`src/rtl/surf_wb_pkg.sv`:
```
// Shared definitions for the Wishbone classic initiator.
//   wb_state_e  : controller states (IDLE, BUS, GAP, RESP)
//   wb_status_e : completion status returned on rsp_status_o
//   sat_inc8    : 8-bit saturating increment used by the error counter
package surf_wb_pkg;

  typedef enum logic [1:0] {
    ST_IDLE = 2'd0,
    ST_BUS  = 2'd1,
    ST_GAP  = 2'd2,
    ST_RESP = 2'd3
  } wb_state_e;

  typedef enum logic [1:0] {
    STS_OK            = 2'b00,
    STS_ERR           = 2'b01,
    STS_RTY_EXHAUSTED = 2'b10,
    STS_TIMEOUT       = 2'b11
  } wb_status_e;

  function automatic logic [7:0] sat_inc8(input logic [7:0] v);
    return (v == 8'hFF) ? v : v + 8'd1;
  endfunction

endpackage

```
`src/rtl/surf_wb_initiator_if.sv`:
```
// Command / response / Wishbone bundle for surf_wb_initiator.
//   cmd_*  : command channel (valid/ready) into the initiator
//   rsp_*  : response channel (valid/ready) out of the initiator
//   wb_*   : Wishbone classic initiator-side signals
// Modports:
//   master : the initiator block itself (drives cmd_ready, rsp_*, wb_*_o)
//   slave  : the environment (command source, response sink, Wishbone target)
interface surf_wb_initiator_if #(
  parameter int WB_ADR_BITS = 11
) ();

  logic                   cmd_valid_i;
  logic                   cmd_ready_o;
  logic                   cmd_we_i;
  logic [WB_ADR_BITS-1:0] cmd_adr_i;
  logic [31:0]            cmd_dat_i;
  logic [3:0]             cmd_sel_i;

  logic                   rsp_valid_o;
  logic                   rsp_ready_i;
  logic [31:0]            rsp_dat_o;
  logic [1:0]             rsp_status_o;

  logic                   wb_cyc_o;
  logic                   wb_stb_o;
  logic                   wb_we_o;
  logic [WB_ADR_BITS-1:0] wb_adr_o;
  logic [31:0]            wb_dat_o;
  logic [3:0]             wb_sel_o;
  logic [31:0]            wb_dat_i;
  logic                   wb_ack_i;
  logic                   wb_err_i;
  logic                   wb_rty_i;

  modport master (
    input  cmd_valid_i, cmd_we_i, cmd_adr_i, cmd_dat_i, cmd_sel_i,
    output cmd_ready_o,
    output rsp_valid_o, rsp_dat_o, rsp_status_o,
    input  rsp_ready_i,
    output wb_cyc_o, wb_stb_o, wb_we_o, wb_adr_o, wb_dat_o, wb_sel_o,
    input  wb_dat_i, wb_ack_i, wb_err_i, wb_rty_i
  );

  modport slave (
    output cmd_valid_i, cmd_we_i, cmd_adr_i, cmd_dat_i, cmd_sel_i,
    input  cmd_ready_o,
    input  rsp_valid_o, rsp_dat_o, rsp_status_o,
    output rsp_ready_i,
    input  wb_cyc_o, wb_stb_o, wb_we_o, wb_adr_o, wb_dat_o, wb_sel_o,
    output wb_dat_i, wb_ack_i, wb_err_i, wb_rty_i
  );

endinterface

```
`src/rtl/surf_wb_initiator.sv`:
```
// Single-transfer Wishbone classic initiator.
// Takes one command at a time, runs it on the bus with retry and timeout
// handling, and returns one response with a 2-bit status.
// Ports:
//   wb_clk_i     : clock, all logic on the rising edge
//   wb_rst_n_i   : asynchronous active-low reset
//   bus          : surf_wb_initiator_if.master (cmd, rsp and Wishbone signals)
//   err_count_o  : saturating count of non-OK completions
// Parameters:
//   WB_ADR_BITS    : Wishbone address width
//   TIMEOUT_CYCLES : max cycles of one bus attempt (1..255)
//   MAX_RETRY      : re-issues allowed after rty (0..15)
module surf_wb_initiator
  import surf_wb_pkg::*;
#(
  parameter int WB_ADR_BITS    = 11,
  parameter int TIMEOUT_CYCLES = 255,
  parameter int MAX_RETRY      = 3
) (
  input  logic                wb_clk_i,
  input  logic                wb_rst_n_i,
  surf_wb_initiator_if.master bus,
  output logic [7:0]          err_count_o
);

  localparam logic [7:0] TMO_LAST  = 8'(TIMEOUT_CYCLES - 1);
  localparam logic [3:0] RETRY_LIM = 4'(MAX_RETRY);

  wb_state_e              state_q;
  logic                   cmd_ready_q;
  logic                   cyc_q;
  logic                   we_q;
  logic [WB_ADR_BITS-1:0] adr_q;
  logic [31:0]            dat_q;
  logic [3:0]             sel_q;
  logic                   rsp_valid_q;
  logic [31:0]            rsp_dat_q;
  wb_status_e             rsp_status_q;
  logic [7:0]             err_cnt_q;
  logic [7:0]             tmo_cnt_q;
  logic [3:0]             retry_q;

  // Termination decode for the current BUS cycle; ack > err > rty > timeout.
  // Everything here is gated by ST_BUS so stray target strobes are ignored
  // in the other states.
  logic       done;
  wb_status_e done_sts;
  logic [31:0] done_dat;
  logic       retry_go;

  always_comb begin
    done     = 1'b0;
    done_sts = STS_OK;
    done_dat = '0;
    retry_go = 1'b0;
    if (state_q == ST_BUS) begin
      if (bus.wb_ack_i) begin
        done     = 1'b1;
        done_sts = STS_OK;
        done_dat = we_q ? 32'd0 : bus.wb_dat_i;
      end else if (bus.wb_err_i) begin
        done     = 1'b1;
        done_sts = STS_ERR;
      end else if (bus.wb_rty_i) begin
        if (retry_q == RETRY_LIM) begin
          done     = 1'b1;
          done_sts = STS_RTY_EXHAUSTED;
        end else begin
          retry_go = 1'b1;
        end
      end else if (tmo_cnt_q == TMO_LAST) begin
        // tmo_cnt_q counts completed BUS cycles of this attempt, so this
        // fires on the TIMEOUT_CYCLES-th cycle with cyc high.
        done     = 1'b1;
        done_sts = STS_TIMEOUT;
      end
    end
  end

  always_ff @(posedge wb_clk_i or negedge wb_rst_n_i) begin
    if (!wb_rst_n_i) begin
      state_q      <= ST_IDLE;
      cmd_ready_q  <= 1'b0;
      cyc_q        <= 1'b0;
      we_q         <= 1'b0;
      adr_q        <= '0;
      dat_q        <= '0;
      sel_q        <= '0;
      rsp_valid_q  <= 1'b0;
      rsp_dat_q    <= '0;
      rsp_status_q <= STS_OK;
      err_cnt_q    <= '0;
      tmo_cnt_q    <= '0;
      retry_q      <= '0;
    end else begin
      case (state_q)
        ST_IDLE: begin
          // Ready comes up on the first edge after reset release and
          // stays up until a command is taken.
          cmd_ready_q <= 1'b1;
          if (bus.cmd_valid_i && cmd_ready_q) begin
            cmd_ready_q <= 1'b0;
            we_q        <= bus.cmd_we_i;
            adr_q       <= bus.cmd_adr_i;
            dat_q       <= bus.cmd_dat_i;
            sel_q       <= bus.cmd_sel_i;
            cyc_q       <= 1'b1;
            tmo_cnt_q   <= '0;
            retry_q     <= '0;
            state_q     <= ST_BUS;
          end
        end

        ST_BUS: begin
          if (done) begin
            cyc_q        <= 1'b0;
            rsp_valid_q  <= 1'b1;
            rsp_dat_q    <= done_dat;
            rsp_status_q <= done_sts;
            if (done_sts != STS_OK) err_cnt_q <= sat_inc8(err_cnt_q);
            state_q      <= ST_RESP;
          end else if (retry_go) begin
            cyc_q   <= 1'b0;
            retry_q <= retry_q + 4'd1;
            state_q <= ST_GAP;
          end else begin
            tmo_cnt_q <= tmo_cnt_q + 8'd1;
          end
        end

        // One idle cycle between attempts; address/data regs are untouched
        // so the re-issue is identical.
        ST_GAP: begin
          cyc_q     <= 1'b1;
          tmo_cnt_q <= '0;
          state_q   <= ST_BUS;
        end

        ST_RESP: begin
          if (bus.rsp_ready_i) begin
            rsp_valid_q <= 1'b0;
            cmd_ready_q <= 1'b1;
            state_q     <= ST_IDLE;
          end
        end

        default: state_q <= ST_IDLE;
      endcase
    end
  end

  assign bus.cmd_ready_o  = cmd_ready_q;
  assign bus.rsp_valid_o  = rsp_valid_q;
  assign bus.rsp_dat_o    = rsp_dat_q;
  assign bus.rsp_status_o = rsp_status_q;
  assign bus.wb_cyc_o     = cyc_q;
  assign bus.wb_stb_o     = cyc_q;
  assign bus.wb_we_o      = we_q;
  assign bus.wb_adr_o     = adr_q;
  assign bus.wb_dat_o     = dat_q;
  assign bus.wb_sel_o     = sel_q;
  assign err_count_o      = err_cnt_q;

endmodule
```
`src/flat_wrapper.sv`:
```
// flat-port wrapper written by rule: the top's interface ports become plain ports
module surf_wb_initiator_flat import surf_wb_pkg::*;
#(
  parameter int WB_ADR_BITS    = 11,
  parameter int TIMEOUT_CYCLES = 255,
  parameter int MAX_RETRY      = 3
)
  (wb_clk_i, wb_rst_n_i, err_count_o, bus_cmd_valid_i, bus_cmd_we_i, bus_cmd_adr_i, bus_cmd_dat_i, bus_cmd_sel_i, bus_cmd_ready_o, bus_rsp_valid_o, bus_rsp_dat_o, bus_rsp_status_o, bus_rsp_ready_i, bus_wb_cyc_o, bus_wb_stb_o, bus_wb_we_o, bus_wb_adr_o, bus_wb_dat_o, bus_wb_sel_o, bus_wb_dat_i, bus_wb_ack_i, bus_wb_err_i, bus_wb_rty_i);
  surf_wb_initiator_if #(.WB_ADR_BITS(WB_ADR_BITS)) bus_i ();
  input  logic wb_clk_i;
  input  logic wb_rst_n_i;
  output logic [7:0] err_count_o;
  input wire logic [$bits(bus_i.cmd_valid_i)-1:0] bus_cmd_valid_i;
  input wire logic [$bits(bus_i.cmd_we_i)-1:0] bus_cmd_we_i;
  input wire logic [$bits(bus_i.cmd_adr_i)-1:0] bus_cmd_adr_i;
  input wire logic [$bits(bus_i.cmd_dat_i)-1:0] bus_cmd_dat_i;
  input wire logic [$bits(bus_i.cmd_sel_i)-1:0] bus_cmd_sel_i;
  output wire logic [$bits(bus_i.cmd_ready_o)-1:0] bus_cmd_ready_o;
  output wire logic [$bits(bus_i.rsp_valid_o)-1:0] bus_rsp_valid_o;
  output wire logic [$bits(bus_i.rsp_dat_o)-1:0] bus_rsp_dat_o;
  output wire logic [$bits(bus_i.rsp_status_o)-1:0] bus_rsp_status_o;
  input wire logic [$bits(bus_i.rsp_ready_i)-1:0] bus_rsp_ready_i;
  output wire logic [$bits(bus_i.wb_cyc_o)-1:0] bus_wb_cyc_o;
  output wire logic [$bits(bus_i.wb_stb_o)-1:0] bus_wb_stb_o;
  output wire logic [$bits(bus_i.wb_we_o)-1:0] bus_wb_we_o;
  output wire logic [$bits(bus_i.wb_adr_o)-1:0] bus_wb_adr_o;
  output wire logic [$bits(bus_i.wb_dat_o)-1:0] bus_wb_dat_o;
  output wire logic [$bits(bus_i.wb_sel_o)-1:0] bus_wb_sel_o;
  input wire logic [$bits(bus_i.wb_dat_i)-1:0] bus_wb_dat_i;
  input wire logic [$bits(bus_i.wb_ack_i)-1:0] bus_wb_ack_i;
  input wire logic [$bits(bus_i.wb_err_i)-1:0] bus_wb_err_i;
  input wire logic [$bits(bus_i.wb_rty_i)-1:0] bus_wb_rty_i;
  assign bus_i.cmd_valid_i = bus_cmd_valid_i;
  assign bus_i.cmd_we_i = bus_cmd_we_i;
  assign bus_i.cmd_adr_i = bus_cmd_adr_i;
  assign bus_i.cmd_dat_i = bus_cmd_dat_i;
  assign bus_i.cmd_sel_i = bus_cmd_sel_i;
  assign bus_cmd_ready_o = bus_i.cmd_ready_o;
  assign bus_rsp_valid_o = bus_i.rsp_valid_o;
  assign bus_rsp_dat_o = bus_i.rsp_dat_o;
  assign bus_rsp_status_o = bus_i.rsp_status_o;
  assign bus_i.rsp_ready_i = bus_rsp_ready_i;
  assign bus_wb_cyc_o = bus_i.wb_cyc_o;
  assign bus_wb_stb_o = bus_i.wb_stb_o;
  assign bus_wb_we_o = bus_i.wb_we_o;
  assign bus_wb_adr_o = bus_i.wb_adr_o;
  assign bus_wb_dat_o = bus_i.wb_dat_o;
  assign bus_wb_sel_o = bus_i.wb_sel_o;
  assign bus_i.wb_dat_i = bus_wb_dat_i;
  assign bus_i.wb_ack_i = bus_wb_ack_i;
  assign bus_i.wb_err_i = bus_wb_err_i;
  assign bus_i.wb_rty_i = bus_wb_rty_i;
  surf_wb_initiator #(.WB_ADR_BITS(WB_ADR_BITS), .TIMEOUT_CYCLES(TIMEOUT_CYCLES), .MAX_RETRY(MAX_RETRY)) u_core (.wb_clk_i(wb_clk_i), .wb_rst_n_i(wb_rst_n_i), .bus(bus_i), .err_count_o(err_count_o));
endmodule
```
`config.mk`:
```
export PLATFORM = sky130hd
export DESIGN_NAME = surf_wb_initiator_flat
export DESIGN_NICKNAME = d
export VERILOG_FILES = /design/src/rtl/surf_wb_pkg.sv /design/src/rtl/surf_wb_initiator_if.sv /design/src/rtl/surf_wb_initiator.sv /design/src/flat_wrapper.sv
export SDC_FILE = /design/constraint.sdc
export NUM_CORES = 1
export LEC_CHECK = 0
export CAP_MARGIN = 20
export CORE_MARGIN = 2
export CORE_UTILIZATION = 45
export DETAILED_ROUTE_END_ITERATION = 8
export PLACE_DENSITY_LB_ADDON = 0.1
export SYNTH_ARGS = -nofsm -noshare
export SYNTH_HDL_FRONTEND = slang
export SYNTH_SLANG_ARGS = --single-unit
```
`constraint.sdc`:
```
create_clock -name wb_clk_i -period 3.07 [get_ports wb_clk_i]
set_clock_uncertainty 0.15 [all_clocks]
set_input_delay 0.307 -clock wb_clk_i [delete_from_list [all_inputs] [get_ports wb_clk_i]]
set_output_delay 0.307 -clock wb_clk_i [all_outputs]
set_load 0.005 [all_outputs]
```
==> reports/metrics.cfg, run 1 <==
[synthesis]
ys_seq_area_share_pct = 59.9
netlist_top_cells_area = dfrtp_1, mux2_2, nand2_1
synthDominantCellAreaShare_pct = 59.9
ys.flop_type = dfrtp_1
synth_top_cell_by_area = dfrtp_1
syn-num-nets = 478
ys_warn_count = 0
synth_edf_count = 0
ys_async_sr_fraction_pct = 100
synth-seq-cells = 107
netlist_top_cells_count = dfrtp_1, nand2_1, mux2_2, nand3_1, nor2_1
synth_cells = 387
ys_types = 48
netlist_area_um2 = 4470
synth_most_common_cell = dfrtp_1
avgSynthCellArea_um2 = 11.5

[die]
core_um2 = 9680
dieWidth_um = 104
num_rows = 36
fp.dieH_um = 104
die_area_um2 = 10700
initial_core_util_pct = 46.1
ios = 181

[timing]
final-max-slew-violation-count = 0
fin_crit_sh_pct = 71.4
worstMarginPinSlew_ns = 0.632
finalSetupTns_ns = 0
hold_viol_final = 0
hold_ws_ns = 0.323
max_freq_mhz = 456
setup_viol = 0
final.min_clock_period_ns = 2.19
slew_headroom_pct = 57.7
rsz0062_at_grt = no

[drt]
via_per_inst = 5.01
wire_per_inst_um = 15.5
via_count = 3525
drt_wl_total_mm = 10.9
detail-route-antenna-nets = 0
dr.pass1.iters = 4
drcViolationCount = 0
drtIter0Drc = 137

[worst_setup_path]
crit_fanout = 4
end_kind = register
critPathRequiredTime_ns = 3.17
reg2reg_depth = 6
start_kind = register
rrSetupSlack_ns = 0.88
path_cells = ha_1 > or3b_4 > a31oi_4 > o221ai_2 > or3_1 > mux2i_1
criticalPathCategory = register to register
cpMaxStageDelayCell = or3b_4
timing.rr.start = u_core.retry_q[0]
crit_arrival_ns = 2.29
max_stage_delay_ns = 0.42
worst_r2r_endpoint = u_core.tmo_cnt_q[6]

[grt]
grt_pass1_vias = 3550
antenna_found_initial = 0
grt_util_all_layers_pct = 20.7
grt_pass1_wl_mm = 17.8
grt-ovfl-total = 0
grt_max_degree = 44

[power_and_ir_drop]
p_per_area_nw_per_um2 = 882
leakage_nw = 2.92
peakVddDrop_mv = 0.451

[finish]
syn2layout_area_growth_pct = 48.4
drive_gt1_share_pct = 15.1
diodes = 0
num-nets-final = 657
fin_cells = 704

[status]
outcome = completed

[clock_tree]
clk_latency_ns = 0.36
cts_num_sinks = 107
htree_levels = 3
clk_path_buf_depth = 2
cts_resized = 0
ctsHoldBuffers = 1
post_cts_buffers = 0
cts_tree = done
root_buffer = clkbuf_8
numCtsBuffers = 9
cts.clk_slew.worst_paths_ns = 0.10

[place]
io_buffers = 180
placedCellCount = 687
gp_congestion = 0.783
hpwlAfterDp_mm = 8.12

[min_path]
hold_class = input port to asynchronous set/reset pin

[job]
drv_cap = 0

==> metrics by stage <==
step | utilization [%] | total power, mW | setup slack (ns) | area (um^2)
after floorplan | - | 3.46 | 1.04 | 4470
after global placement | 66.4 | 5.01 | 0.686 | 6430
after detailed placement | 66.4 | 5.08 | 0.588 | 6430
after CTS | 68.4 | 5.91 | 0.877 | 6630
after global routing | 68.4 | 6.23 | 0.728 | 6630
final | 68.4 | 5.84 | 0.879 | 6630
==> placed cells by master, fill, tap and decap left out, drive strengths merged, types with 3 or more instances in the layout <==
master / instances
mux2: 52
clkbuf: 11
xnor2: 3
buf: 9
o21ai: 11
xor2: 6
nand3: 38
nor2: 15
nand4: 3
inv: 5
dfrtp: 107
a21oi: 6
nand2b: 4
ha: 4
clkdlybuf4s50: 179
nand2: 83
==> routing by layer <==
layer / vias to the layer above / GRT usage, % / wire length, um / part of all wire, %
met5: - / 0 / 0 / 0
met3: 14 / 7.68 / 954 / 8.8
met1: 1687 / 25.9 / 4610 / 42
li1: 1685 / - / - / -
met4: 0 / 6.47 / 212 / 1.9
met2: 139 / 33.5 / 5110 / 47
==> layout make-up <==
type,count,area [um^2]
clock buffers,11,141
clock inverters,5,43.8
fillers,770,3060
inverters,2,7.51
multi-input cells,257,1700
flip-flops and latches,107,2680
well taps,133,166
repair buffers,189,1890
==> power by group <==
part	leakage (nW)	switching [mW]	internal, mW
sequential	1.35	0.375	2.02
combinational	1.48	0.995	1.63
clock	0.0949	0.490	0.330
total	2.92	1.86	3.98
==> flip-flops by register name, summed over array words and instances, names as in the netlist <==
signal / flops
u_core.retry_q: 4
u_core.bus.wb_cyc_o: 1
u_core.bus.wb_dat_o: 32
u_core.bus.wb_sel_o: 4
u_core.bus.wb_we_o: 1
u_core.bus.rsp_valid_o: 1
u_core.err_count_o: 8
u_core.bus.wb_adr_o: 11
u_core.bus.rsp_status_o: 2
u_core.state_q: 2
u_core.bus.cmd_ready_o: 1
u_core.tmo_cnt_q: 8
u_core.bus.rsp_dat_o: 32
==> worst max path at each step <==
stage	depth (start not counted)	slack [ns]	from	to
finish	6	0.88	u_core.retry_q[0]	u_core.tmo_cnt_q[6]
global route	6	0.73	u_core.retry_q[0]	u_core.tmo_cnt_q[6]
CTS	6	0.88	u_core.retry_q[0]	u_core.tmo_cnt_q[6]
detailed placement	6	0.59	bus_wb_rty_i	u_core.err_count_o[1]
global placement	6	0.69	bus_wb_rty_i	u_core.err_count_o[1]
floorplan	6	1.04	u_core.retry_q[0]	u_core.tmo_cnt_q[6]
==> cells by family after synthesis <==
family                     count (synthesis)  synth area share [%]
and+or+nand+nor                          160                  16.4
DFF                                      107                  59.9
muxes                                     53                  13.3
AOI/OAI and AO/OA                         31                  5.13
adders and majority gates                  4                  1.12
xor gates and xnor gates                   9                  1.76
buffers and inverters                     23                  2.30
==> critical path, delay by kind of cell (launching register included) <==
kind	cells	cell delay, ns
AO/OA/AOI/OAI	2	0.40
adder cells (fa/ha/maj)	1	0.19
flip-flops	1	0.39
multiplexers	1	0.13
AND/OR/NAND/NOR	2	0.82
No activity file was read; power rests on OpenSTA's default activity.
==> run 2: changes to the inputs <==
--- a/config.mk
+++ b/config.mk
@@ -7,7 +7,7 @@
 export LEC_CHECK = 0
 export CAP_MARGIN = 20
 export CORE_MARGIN = 2
-export CORE_UTILIZATION = 45
+export CORE_UTILIZATION = 39
 export DETAILED_ROUTE_END_ITERATION = 8
 export PLACE_DENSITY_LB_ADDON = 0.1
 export SYNTH_ARGS = -nofsm -noshare
==> constraint.sdc (replaced) <==
create_clock -name wb_clk_i -period 1.8 [get_ports wb_clk_i]
set_clock_uncertainty 0.15 [all_clocks]
set_input_delay 0.18 -clock wb_clk_i [delete_from_list [all_inputs] [get_ports wb_clk_i]]
set_output_delay 0.18 -clock wb_clk_i [all_outputs]
set_load 0.005 [all_outputs]
==> run 2 against run 1 <==
  * The flow now finishes with violations (negative setup slack)
  * Worst setup slack got worse by 1.1 ns
  * Count of clock-buffer cells in the layout is 1 higher
  * Register-to-register slack got worse by 1.1 ns
  * Critical path type unchanged
  * Critical endpoint is now u_core.state_q[1]
  * Critical path depth increased by 3
  * Via count up 8.9%
==> reports/metrics.cfg, run 2 (synthesis results as in run 1) <==
[status]
violations = negative setup slack
outcome = finished, violations left

[worst_setup_path]
crit_fanout = 4  ; unchanged
crit_arrival_ns = 2.10  ; -0.19 ns
rrSetupSlack_ns = -0.23  ; -1.11 ns
criticalPathCategory = register to register
start_kind = register
end_kind = register
critPathRequiredTime_ns = 1.87  ; -1.30 ns

[die]
initial_core_util_pct = 39.5  ; -6.7 points
core_um2 = 11300  ; +17%
fp.dieH_um = 111  ; +7.1%
ios = 181  ; unchanged
die_area_um2 = 12300  ; +15%
dieWidth_um = 111  ; +7.1%
num_rows = 39  ; +8.3%

[finish]
num-nets-final = 711  ; +8.2%
multi_input_area_um2 = 2070  ; +22%
final_common_cell = clkdlybuf4s50_1
drive_gt1_share_pct = 32.6  ; +18 points
regArea_um2 = 2680  ; unchanged
fin_cells = 768  ; +9.1%
final_cell_mix = clkdlybuf4s50_1, dfrtp_1, nand2_1, mux2_2, buf_4
post-route-util_pct = 69.0  ; +0.56 points
syn2layout_area_growth_pct = 74.9
n_fill_cell = 873  ; +13%
diodes = 0  ; unchanged

[grt]
grt_pass1_wl_mm = 20.5  ; +15%
grt-ovfl-total = 0  ; unchanged
grt_pass1_vias = 4114  ; +16%
antenna_found_initial = 0  ; unchanged
grt_util_all_layers_pct = 20.6  ; -0.061 points
grt_max_degree = 43  ; -2.3%

[power_and_ir_drop]
power_frac_clock_pct = 18.5  ; +4.5 points
p_per_area_nw_per_um2 = 1600  ; +82%
peakVddDrop_mv = 0.936  ; +110%
leakage_nw = 3.42  ; +17%
intPower_mw = 8.67  ; +120%
p_switching_mw = 3.86  ; +110%
switching_share_pct = 30.8  ; -1.1 points
comb_power_share_pct = 48.2  ; +3.3 points
seq_power_share_pct = 33.3  ; -7.7 points

[timing]
hold_ws_ns = 0.162  ; -0.161 ns
final-max-slew-violation-count = 0  ; unchanged
final.min_clock_period_ns = 2.03  ; -0.161 ns
rsz0062_at_grt = yes
hold_viol_final = 0  ; unchanged
slew_headroom_pct = 72.8  ; +15 points
setup_viol = 54  ; +54
layout_setup_ws_ns = -0.230  ; -1.11 ns
worstMarginPinSlew_ns = 0.407  ; -0.225 ns
max_freq_mhz = 493  ; +7.9%
fin_crit_sh_pct = 113  ; +41 points

[drt]
drtIter0Drc = 207  ; +51%
via_count = 3837  ; +8.9%
drcViolationCount = 0  ; unchanged
drt_wl_total_mm = 13.1  ; +21%
via_per_inst = 5.00  ; -0.22%
dr.pass1.iters = 4  ; unchanged
wire_per_inst_um = 17.1  ; +11%
detail-route-antenna-nets = 0  ; unchanged

[clock_tree]
numCtsBuffers = 9  ; unchanged
cts_num_sinks = 107  ; unchanged
cts.clk_slew.worst_paths_ns = 0.07  ; -0.03 ns
cts_tree = done
root_buffer = clkbuf_16
htree_levels = 3  ; unchanged
clk_path_buf_depth = 2  ; unchanged
clk_latency_ns = 0.34  ; -0.02 ns

[job]
drv_cap = 0  ; unchanged

[min_path]
hold_class = input port to asynchronous set/reset pin

[place]
hpwlAfterDp_mm = 8.52  ; +4.9%
io_buffers = 180  ; unchanged
placedCellCount = 726  ; +5.7%
gp_congestion = 0.776  ; -0.95%
dp_slack_ns = -0.430  ; -1.02 ns

[run 2: layer usage]
metal | routed length [um] | GRT usage, % | share of wire, %
met1 | 5210 | 24.1 | 40
met2 | 6540 | 35.2 | 50
met3 | 1180 | 7.60 | 8.9
met4 | 221 | 6.83 | 1.7
met5 | 0 | 0 | 0
[run 2: cell type report]
class                      count  share of cell area (%)
clock buffer                  12                    3.41
clock inverter                 4                    1.22
inverter                       2                  0.0961
multi-input combinational    257                    26.5
sequential                   107                    34.3
tap                          143                    2.29
timing repair buffer         243                    32.2
[run 2: final timing paths]
check,cells after the start,end,start
min in group wb_clk_i,3,u_core.bus.rsp_dat_o[15],bus_wb_dat_i[15]
hold reg to reg,2,u_core.bus.rsp_dat_o[21],u_core.bus.rsp_dat_o[21]
hold / removal,2,u_core.err_count_o[0],wb_rst_n_i
setup / recovery,9,u_core.state_q[1],u_core.retry_q[1]
max in group asynchronous,3,u_core.bus.wb_dat_o[17],wb_rst_n_i
setup reg to reg,9,u_core.state_q[1],u_core.retry_q[1]
[run 2: power by group through the flow]
| stage | Clock (mW) | Sequential [mW] | Combinational [mW] |
|---|---|---|---|
| 2_1_floorplan | 0 | 4.16 | 1.75 |
| 3_3_place_gp | 0 | 4.06 | 4.85 |
| 3_5_place_dp | 0 | 4.12 | 4.95 |
| 4_1_cts | 2.37 | 4.11 | 5.49 |
| 5_1_grt | 2.47 | 4.31 | 6.47 |
| 6_report | 2.32 | 4.17 | 6.04 |
[run 2: through the flow]
stage,setup TNS (ns),cell area (um^2),power [mW]
after floorplan,-0.560,4480,5.92
after global placement,-14.05,6730,8.91
after detailed placement,-16.80,6730,9.06
after CTS,-8.17,7390,12.0
after global routing,-11.08,7810,13.2
final,-6.70,7810,12.5
[run 2: repair_timing]
| action | 4_1_cts | 5_1_grt |
|---|---|---|
| gates cloned | 3 | 6 |
| resized for setup | 37 | 68 |
| pin swaps | 21 | 29 |
| buffers inserted | 12 | 6 |
| endpoints found under the setup margin | 52 | 59 |
| hold buffers | 1 | 0 |
| hold endpoints to repair | 66 | 0 |
[run 2: critical path, stage by stage, from the launching register on]
cell	delay (ns)
dfrtp_1	0.42
ha_4	0.17
buf_4	0.14
nand4bb_4	0.11
o211a_4	0.22
nor2_4	0.05
buf_4	0.13
buf_4	0.13
buf_6	0.11
o311a_1	0.28
==> edit 1, RTL diff (flow settings as in run 2) <==
`TIMEOUT_CYCLES` is set to 255 in 2 places; all go to 128. Comments in the files are not updated.
--- a/src/rtl/surf_wb_initiator.sv
+++ b/src/rtl/surf_wb_initiator.sv
@@ -16,3 +16,3 @@
   parameter int WB_ADR_BITS    = 11,
-  parameter int TIMEOUT_CYCLES = 255,
+  parameter int TIMEOUT_CYCLES = 128,
   parameter int MAX_RETRY      = 3
--- a/src/flat_wrapper.sv
+++ b/src/flat_wrapper.sv
@@ -4,3 +4,3 @@
   parameter int WB_ADR_BITS    = 11,
-  parameter int TIMEOUT_CYCLES = 255,
+  parameter int TIMEOUT_CYCLES = 128,
   parameter int MAX_RETRY      = 3
Check against the original RTL: no difference found for any inputs over 10 cycles, from zero or initial values and one cycle with wb_rst_n_i low; that may be too few to reach the edited logic, so the function may still have changed.
==> edit 1 against run 2 <==
The run still ends with negative setup slack left; setup slack improved by 0.13 ns; synthesized area increased by 5.8%; design area decreased by 1.1%; synthesized cell count increased by 5.2%; hold slack got worse by 0.060 ns; clock power decreased by 9.5%; routed wire length increased by 0.64%; non-clock buffer count unchanged; critical path depth decreased by 2; sequential cell count unchanged; total power decreased by 8.1%; global-route usage decreased by 1.3 points; critical endpoint is now u_core.err_count_o[7]; highest routed layer unchanged.
==> edit 1: results (changes against run 2) <==
yosys:
  synthMuxAreaShare_pct: 12.4  # was 13.3%
  synth_area_leaders: "dfrtp_1 (57%), mux2_2 (11%), nand4b_1 (5.9%)"  # was dfrtp_1 (60%), mux2_2 (13%), nand2_1 (7.0%)
  ys_types: 50  # was 48
  synth_cells: 407  # was 387
  synth-compound-area-share_pct: 8.39  # was 5.13%
  synth_adder_area_share_pct: 0.794  # was 1.12%
drt:
  via_count: 4068  # was 3837
  wl_per_cell_microns: 16.9  # was 17.1 microns
cells_and_area:
  nFillCells: 977  # was 873
  stdcell_count: 781  # was 768
  drive_gt1_share_pct: 27.3  # was 32.6%
place:
  dp_cells: 748  # was 726
  place_area_sq_um: 6990  # was 6730 sq um
  gp_congestion: 0.820  # was 0.776
timing:
  slew_headroom_pct: 58.8  # was 72.8%
  setup_tns_ns: -0.610  # was -6.70 ns
  layout_setup_ws_ns: -0.100  # was -0.230 ns
  finalSetupViolations: 9  # was 54
run_status:
  violations: "negative setup slack"  # unchanged
  status: "complete, but fails checks"  # unchanged
worst_setup_path:
  reg2reg_to: "u_core.err_count_o[7]"  # was u_core.state_q[1]
  path_max_fanout: 5  # was 4
  arrival_ns: 2.00  # was 2.10 ns
power:
  ir_worst_vdd_mv: 0.722  # was 0.936 mV
  swShare_pct: 30.4  # was 30.8%
global_routing:
  grt_use_total_pct: 19.3  # was 20.6%
  grt_pass1_wl_microns: 20100  # was 20500 microns
cts:
  post_cts_resized: 16  # was 37
## edit 1: changes by cell type after synthesis, moves of 3 or more
cell and delta:
a21oi_1 +3, clkbuf_1 +9, inv_1 +4, nand2_1 -37, nand3_1 -25, nand4b_1 +31, nor2_1 -5, o211ai_1 +3
o21ai_0 +25, o31ai_1 +3, or4_1 +5
## edit 1: worst max-delay path by stage
| stage | from | endpoint | slack (ns) | cells past startpoint |
|---|---|---|---|---|
| 2_1_floorplan | u_core.tmo_cnt_q[1] | u_core.bus.rsp_dat_o[23] | -0.04 | 6 |
| 3_3_place_gp | bus_wb_ack_i | u_core.retry_q[3] | -0.34 | 5 |
| 3_5_place_dp | bus_wb_ack_i | u_core.tmo_cnt_q[6] | -0.36 | 6 |
| 4_1_cts | u_core.retry_q[1] | u_core.tmo_cnt_q[5] | -0.04 | 6 |
| 5_1_grt | u_core.tmo_cnt_q[1] | u_core.err_count_o[7] | -0.13 | 7 |
| 6_report | u_core.tmo_cnt_q[0] | u_core.err_count_o[7] | -0.10 | 7 |
## edit 1: power by group through the flow
stage	Combinational [uW]	Clock, uW	Sequential [uW]
after floorplan	1920	0	4130
after detailed placement	5010	0	4100
final	5350	2100	4080
after CTS	5090	2150	4060
after global placement	4930	0	4050
after global routing	5780	2270	4210
## edit 1: layout make-up
| cell class | instances | area, sq um | share of cell area (%) |
|---|---|---|---|
| Inverter | 6 | 22.5 | 0.292 |
| Clock buffer | 10 | 229 | 2.96 |
| Tap cell | 147 | 184 | 2.38 |
| Timing Repair Buffer | 243 | 2400 | 31.1 |
| Multi-Input combinational cell | 262 | 2120 | 27.4 |
| Sequential cell | 107 | 2680 | 34.7 |
| Clock inverter | 6 | 88.8 | 1.15 |
## edit 1: routing by layer
metal,vias up,track usage (%),part of all wire [%]
met5,-,0,0
met4,0,5.77,0.90
met3,9,4.18,6.3
met2,145,32.1,49
met1,2001,25.7,43
li1,1913,-,-
## edit 1: logic make-up after synthesis
| family | Yosys count |
|---|---|
| adders and majority gates | 3 |
| muxes | 52 |
| DFF | 107 |
| AOI/OAI and AO/OA | 65 |
| buffers and inverters | 38 |
| and+or+nand+nor | 135 |
| xor gates and xnor gates | 7 |
## edit 1: metrics by stage
step | hold slack, ns | worst slack (ns) | util [%]
2_1_floorplan | -0.266 | -0.0431 | -
3_5_place_dp | -0.0760 | -0.362 | 58.7
6_report | 0.102 | -0.100 | 64.8
3_3_place_gp | -0.0810 | -0.335 | 58.7
4_1_cts | 0.106 | -0.0419 | 62.4
5_1_grt | 0.114 | -0.134 | 64.8
## edit 1: worst max-delay path, stage by stage, from the launching register on
cell	delay, ns
dfrtp_1	0.42
ha_4	0.18
and4bb_4	0.23
a211oi_4	0.28
buf_12	0.17
buf_8	0.13
nor3_2	0.05
xnor2_1	0.19
==> edit 2, RTL diff (config.mk and constraints of run 2) <==
Without the edit above. Re-encode `wb_state_e` (4 states) as one-hot, 4 bits wide.
--- a/src/rtl/surf_wb_pkg.sv
+++ b/src/rtl/surf_wb_pkg.sv
@@ -6,7 +6,7 @@
 
-  typedef enum logic [1:0] {
-    ST_IDLE = 2'd0,
-    ST_BUS  = 2'd1,
-    ST_GAP  = 2'd2,
-    ST_RESP = 2'd3
+  typedef enum logic [3:0] {
+    ST_IDLE = 4'b0001,
+    ST_BUS  = 4'b0010,
+    ST_GAP  = 4'b0100,
+    ST_RESP = 4'b1000
   } wb_state_e;
Behaviour: no difference found for any inputs over 10 cycles, from zero or initial values and one cycle with wb_rst_n_i low; not proved beyond that.
==> edit 2 against run 2 <==
The run ends with design-rule violations, negative setup slack left; design area grew 7.4%; total power rose by 0.20%; synthesized area is 3.6% higher; setup slack got worse by 0.13 ns; routed wire length rose by 9.8%; sequential power down 3%; sequential cell count is 2 higher.
==> edit 2: results (changes against run 2) <==
run_status:
  status: "complete, but fails checks"  # unchanged
  violations: "design-rule violations, negative setup slack"  # was negative setup slack
worst_setup_path:
  timing.rr.start: "u_core.state_q[0]"  # was u_core.retry_q[1]
  slowest_stage: "or4b_4"  # was dfrtp_1
  path_max_fanout: 8  # was 4
  slowest_delay_ns: 0.58  # was 0.42 ns
global_routing:
  grt_use_total_pct: 23.4  # was 20.6%
  use_met2_pct: 39.5  # was 35.2%
  grt_max_degree: 31  # was 43
  first_global_vias: 4465  # was 4114
yosys:
  synth_adder_area_share_pct: 1.08  # was 1.12%
  synthMuxAreaShare_pct: 12.2  # was 13.3%
  synth_commonest_cells: "dfrtp_1 (108), nand2_1 (74), mux2_2 (49), o21ai_0 (36), clkbuf_1 (13)"  # was dfrtp_1 (107), nand2_1 (83), mux2_2 (50), nand3_1 (38), nor2_1 (14)
  synth-seq-area-share_pct: 59.0  # was 59.9%
power:
  ir_worst_vdd_mv: 0.876  # was 0.936 mV
drt:
  routed-wl-met2_microns: 7250  # was 6540 microns
  drt_first_iter_violations: 213  # was 207
  met3_length_microns: 1320  # was 1180 microns
  wl_per_cell_microns: 17.7  # was 17.1 microns
  drc: 10  # was 0
place:
  place_area_sq_um: 7090  # was 6730 sq um
cells_and_area:
  stdcell_count: 815  # was 768
  nFillCells: 807  # was 873
timing:
  layout_setup_ws_ns: -0.356  # was -0.230 ns
  finalSetupViolations: 106  # was 54
cts:
  cts_setup_buffers: 22  # was 12
[edit 2: cell types whose count changed after synthesis, moves of 4 or more]
cell	run 2	this run
nand3_1	38	6
o21ai_0	8	36
nand2_1	83	74
o31ai_1	1	8
a21oi_1	6	12
nor2_1	14	8
buf_2	10	5
inv_1	2	7
and4_1	0	4
buf_6	0	4
xor2_1	6	2
[edit 2: power by group through the flow]
stage                     Sequential, uW  Combinational [uW]  Clock, uW
after floorplan                     4100                1880          0
after global placement              3980                4870          0
after detailed placement            4040                4950          0
after CTS                           4020                6360       2060
after global routing                4170                6940       2160
final                               4040                6500       2010
[edit 2: cell type report]
class / instances / share of cell area, %
flip-flops and latches: 109 / 32.5
inverters: 8 / 0.358
multi-input cells: 255 / 24.6
well taps: 143 / 2.13
clock buffers: 11 / 2.89
repair buffers: 285 / 36.9
clock inverters: 4 / 0.581
